**src/rtl/cuckoo_lookup.sv**
```systemverilog
// Read side of the two-table cuckoo key/value store: looks a key up in both
// tables in parallel, reports hit/miss and optionally clears the matching slots.
module cuckoo_lookup #(
    parameter int KEY_W = 32,
    parameter int VAL_W = 32,
    parameter int IDX_W = 5
) (
    input  logic             clk,
    input  logic             rst,
    // Handshakes: a transfer happens on a rising edge where valid && ready;
    // valid never waits on ready, and the payload is held stable while valid
    // is high and ready is low.
    input  logic             req_valid,
    output logic             req_ready,
    input  logic [KEY_W-1:0] req_key,
    input  logic             req_del,
    output logic             rsp_valid,
    input  logic             rsp_ready,
    output logic             rsp_hit,
    output logic             rsp_tbl,
    output logic [IDX_W-1:0] rsp_idx,
    output logic [VAL_W-1:0] rsp_val,
    output logic             rsp_dup,
    input  logic             ins_busy,
    output logic [IDX_W-1:0] t1_raddr,
    input  logic [KEY_W-1:0] t1_rkey,
    input  logic [VAL_W-1:0] t1_rval,
    input  logic             t1_rocc,
    output logic             t1_clr,
    output logic [IDX_W-1:0] t2_raddr,
    input  logic [KEY_W-1:0] t2_rkey,
    input  logic [VAL_W-1:0] t2_rval,
    input  logic             t2_rocc,
    output logic             t2_clr,
    output logic [1:0]       dbg_state
);

    typedef enum logic [1:0] {
        IDLE = 2'd0,
        RD   = 2'd1,
        CMP  = 2'd2,
        RESP = 2'd3
    } state_t;

    state_t           state;
    state_t           state_nxt;
    logic [KEY_W-1:0] key_q;
    logic             del_q;
    logic             accept;
    logic             m1;
    logic             m2;
    logic [IDX_W-1:0] h1_req;
    logic [IDX_W-1:0] h2_req;

    // Addresses are registered at accept time, so they equal the hashes of the
    // latched key and stay put until the next request is accepted.
    assign h1_req = req_key[IDX_W-1:0];
    assign h2_req = req_key[IDX_W-1:0] ^ req_key[KEY_W-1 -: IDX_W];

    assign m1 = t1_rocc && (t1_rkey == key_q);
    assign m2 = t2_rocc && (t2_rkey == key_q);

    assign dbg_state = state;

    always_comb begin
        state_nxt = state;
        req_ready = 1'b0;
        rsp_valid = 1'b0;
        accept    = 1'b0;
        case (state)
            IDLE: begin
                req_ready = !ins_busy && !rst;
                accept    = req_valid && !ins_busy;
                if (accept) state_nxt = RD;
            end
            RD:   state_nxt = CMP;
            CMP:  state_nxt = RESP;
            RESP: begin
                rsp_valid = 1'b1;
                if (rsp_ready) state_nxt = IDLE;
            end
            default: state_nxt = IDLE;
        endcase
    end

    always_ff @(posedge clk) begin
        if (rst) begin
            state    <= IDLE;
            key_q    <= '0;
            del_q    <= 1'b0;
            t1_raddr <= '0;
            t2_raddr <= '0;
            t1_clr   <= 1'b0;
            t2_clr   <= 1'b0;
            rsp_hit  <= 1'b0;
            rsp_tbl  <= 1'b0;
            rsp_dup  <= 1'b0;
            rsp_idx  <= '0;
            rsp_val  <= '0;
        end else begin
            state <= state_nxt;
            // Clear pulses fire only on the CMP->RESP edge, i.e. together with
            // the first cycle of rsp_valid, and never repeat while RESP waits.
            t1_clr <= (state == CMP) && del_q && m1;
            t2_clr <= (state == CMP) && del_q && m2;
            if (accept) begin
                key_q    <= req_key;
                del_q    <= req_del;
                t1_raddr <= h1_req;
                t2_raddr <= h2_req;
            end
            if (state == CMP) begin
                rsp_hit <= m1 || m2;
                rsp_dup <= m1 && m2;
                rsp_tbl <= !m1 && m2;
                rsp_idx <= m1 ? t1_raddr : t2_raddr;
                rsp_val <= m1 ? t1_rval : (m2 ? t2_rval : '0);
            end
        end
    end

endmodule

```
**config.mk**
```make
export PLATFORM = sky130hd
export DESIGN_NAME = cuckoo_lookup
export DESIGN_NICKNAME = d
export VERILOG_FILES = /design/src/rtl/cuckoo_lookup.sv
export SDC_FILE = /design/constraint.sdc
export NUM_CORES = 1
export LEC_CHECK = 0
export ABC_AREA = 0
export CAP_MARGIN = 20
export CORE_MARGIN = 2
export CORE_UTILIZATION = 23
export DETAILED_ROUTE_END_ITERATION = 8
export HOLD_SLACK_MARGIN = 0.12
export PLACE_DENSITY_LB_ADDON = 0.1
export SKIP_CTS_REPAIR_TIMING = 1
export SYNTH_ARGS = -nofsm -noshare
export SYNTH_HDL_FRONTEND = slang
export SYNTH_SLANG_ARGS = --single-unit
export TNS_END_PERCENT = 5
```
**constraint.sdc**
```tcl
create_clock -name clk -period 2.5 [get_ports clk]
set_input_delay 0.5 -clock clk [delete_from_list [all_inputs] [get_ports clk]]
set_output_delay 0.5 -clock clk [all_outputs]
set_load 0.005 [all_outputs]
```
==> flow_metrics.py <==
metrics = {
    "critical_path": {
        "ff2ff_setup_slack_ns": 0.36,
        "cp-start-kind": "primary input",
        "cp.required_ns": 2.73,
        "reg2reg_to": "rsp_val[2]$_SDFFE_PP0P_",
        "ff2ff_path_depth": 7,
        "reg2reg_from": "key_q[15]$_SDFFE_PP0P_",
        "end_kind": "flip-flop",
        "worstPathArrival_ns": 2.61,
        "crit_fanout": 22,
        "path_class": "in2reg",
    },
    "floorplanning": {
        "die_h_um": 141,
        "ios": 224,
        "core-area_mm2": 0.0186,
        "die_w_um": 141,
        "rows": 50,
        "dieArea_mm2": 0.0199,
        "initial_core_util": 0.233,
    },
    "sta": {
        "fin_crit_ns": 2.38,
        "final_hold_viol_count": 0,
        "relSlewSlack": 0.599,
        "rsz0062_at_grt": "false",
        "finalSetupViolations": 0,
        "finalClockSkew_ns": 0.00600,
        "maxSlewViolCount": 0,
        "tightestPinTransition_ns": 0.602,
        "finalCritPeriodShare": 0.953,
        "fin_ws_ns": 0.118,
        "fmax_ghz": 0.420,
    },
    "clock_network": {
        "cts_root_buffer": "clkbuf_16",
        "clkTransAtPathRegs_ns": 0.06,
        "clockBufferDepth": 2,
        "ctsHtreeMaxLevel": 3,
        "insertion_delay_ns": 0.34,
        "cts.sink_count": 82,
        "cts_buffers": 9,
        "cts_tree": "yes",
    },
    "logic_synthesis": {
        "ys_async_sr_fraction": 0,
        "synth_common_cells": "82 x dfxtp_1, 70 x nand2_1, 38 x xnor2_1",
        "yosysTopAreaCellShare": 0.379,
        "synth-seq-area-share": 0.379,
        "synth_fp_nets": 677,
        "ys.warnings.count": 0,
        "synthCells": 506,
        "yosys-top-cells-area": "dfxtp_1 38%, mux2i_1 7.9%, xnor2_1 7.7%, xor2_1 6.3%, nand2_1 6.1%",
        "synth_cell_types": 34,
        "synth_edf_count": 0,
        "netlist_area_mm2": 0.00433,
        "synth_ff_type": "dfxtp_1",
        "synthMostInstantiatedCell": "dfxtp_1",
        "synth-seq-cells": 82,
        "synth_area_leader_cell": "dfxtp_1",
        "syn_area_per_cell_um2": 8.56,
    },
    "global_route": {
        "grt-ovfl-total": 0,
        "grt_pass1_wl_um": 23900,
        "top_usage_layer": "met2",
        "grt_use_met1": 0.184,
        "use_met3": 0.0533,
        "grt_pass1_vias": 4386,
        "antenna_found_initial": 0,
        "use_met2": 0.266,
        "track_usage": 0.154,
        "grt_start_max_net_pins": 53,
    },
    "power": {
        "p_per_area_mw_per_mm2": 578,
        "switching_share": 0.294,
        "power_uw": 4150,
        "seq_power_share": 0.377,
        "p_leak_uw": 0.00291,
        "combinationalPowerShare": 0.289,
        "p_clk_frac": 0.334,
        "power.internal_uw": 2930,
        "p_switching_uw": 1220,
        "vdd_drop_max_mv": 0.310,
    },
    "route": {
        "wl_per_cell_um": 16.7,
        "drtAntennaViolNets": 0,
        "via_per_inst": 4.49,
        "drtPass1Iterations": 4,
        "via_count": 4315,
        "drc": 0,
        "wirelength_um": 16100,
        "drt-initial-drc-count": 137,
    },
    "finish": {
        "diodes": 0,
        "drive_above_1_share": 0.0674,
        "n_fill_cell": 1841,
        "area_growth_pct": 65.7,
        "nets": 893,
        "final_util": 0.386,
    },
    "placed_design": {
        "port_buffers": 223,
        "place_ws_ns": -0.420,
        "dp_hpwl_um": 12100,
        "gp_congestion": 0.857,
    },
    "worst_hold_path": {
        "holdPathStages": 2,
        "hold_class": "reg2reg",
        "hp-start": "rsp_tbl$_SDFFE_PP0P_",
        "worstHoldEndpoint": "rsp_tbl$_SDFFE_PP0P_",
    },
    "run": {
        "maxCapViolations": 0,
    },
    "status": {
        "status": "finished, final reports clean",
    },
}
-- registers in the layout, summed over array words and instances (netlist names) --
signal / flops
dbg_state: 2
t1_clr: 1
t2_clr: 1
rsp_val: 32
del_q: 1
rsp_dup: 1
t2_raddr: 5
key_q: 28
rsp_tbl: 1
rsp_hit: 1
rsp_idx: 5
t1_raddr: 4
-- through the flow --
stage	cells	TNS, ns	hold slack [ns]	area (um2)
after floorplan	506	0	0.431	4330
after global placement	944	-15.94	0.424	6830
after detailed placement	944	-15.64	0.434	6830
after CTS	960	-1.38	0.445	7130
after global routing	961	0	0.455	7170
final	961	0	0.446	7170
-- layout make-up --
| class | count | area (um2) | area share |
|---|---|---|---|
| Clock buffer | 12 | 256 | 0.0358 |
| Clock inverter | 4 | 50.0 | 0.00698 |
| Inverter | 36 | 135 | 0.0188 |
| Multi-Input combinational cell | 347 | 2350 | 0.328 |
| Sequential cell | 82 | 1640 | 0.229 |
| Tap cell | 234 | 293 | 0.0408 |
| Timing Repair Buffer | 246 | 2440 | 0.341 |
-- worst max path at each step --
stage / endpoint / from / slack [ns] / depth (start not counted)
2_1_floorplan: rsp_idx[1]$_SDFFE_PP0P_ / t1_rkey[16] / 0.42 / 8
3_3_place_gp: rsp_val[17]$_SDFFE_PP0P_ / t1_rkey[18] / -0.41 / 9
3_5_place_dp: rsp_idx[1]$_SDFFE_PP0P_ / t1_rkey[15] / -0.42 / 8
4_1_cts: rsp_idx[1]$_SDFFE_PP0P_ / t1_rkey[15] / -0.06 / 8
5_1_grt: rsp_idx[3]$_SDFFE_PP0P_ / t1_rkey[9] / 0.02 / 8
6_report: rsp_val[2]$_SDFFE_PP0P_ / t1_rkey[15] / 0.12 / 8
-- kinds of logic after synthesis --
| logic type | synth area share |
|---|---|
| and+or+nand+nor | 0.178 |
| AOI/OAI and AO/OA | 0.131 |
| DFF | 0.379 |
| buffers and inverters | 0.0853 |
| xor gates and xnor gates | 0.140 |
| muxes | 0.0786 |
| adders and majority gates | 0.00867 |
-- placed cells by master (no fill, tap or decap), types with 4 or more instances in the layout --
master           netlist  routed
nand2_1               70      70
xnor2_1               38      38
nor3_1                 5       4
mux2i_1               34      34
nand4_1               37      37
nor2_1                18      16
inv_1                 36      36
buf_4                  6      20
a22o_1                29      29
nand3_1                8       8
a211oi_1              10       9
nor4_1                 7       5
a21oi_1               35      35
clkdlybuf4s50_1        0     222
clkbuf_16              0      10
dfxtp_1               82      82
xor2_1                31      31
-- worst max-delay path: stages --
cell and delay (ns):
clkdlybuf4s50_1 0.43, xor2_1 0.15, nor4_1 0.38, nand4_1 0.17, or3_4 0.41, clkbuf_16 0.23
mux2i_1 0.14, a22o_1 0.19
-- power by group through the flow --
stage,clock (uW),sequential [uW],combinational (uW)
after floorplan,0,1570,551
after global placement,0,1590,1190
after global routing,1470,1580,1320
final,1390,1560,1200
after detailed placement,0,1600,1210
after CTS,1430,1570,1210
-- routing by layer --
metal | part of all wire | vias to the layer above
met5 | 0 | -
met4 | 0.011 | 0
met3 | 0.083 | 11
met2 | 0.49 | 167
met1 | 0.42 | 1977
li1 | - | 2160
No activity file was read; power rests on OpenSTA's default activity.
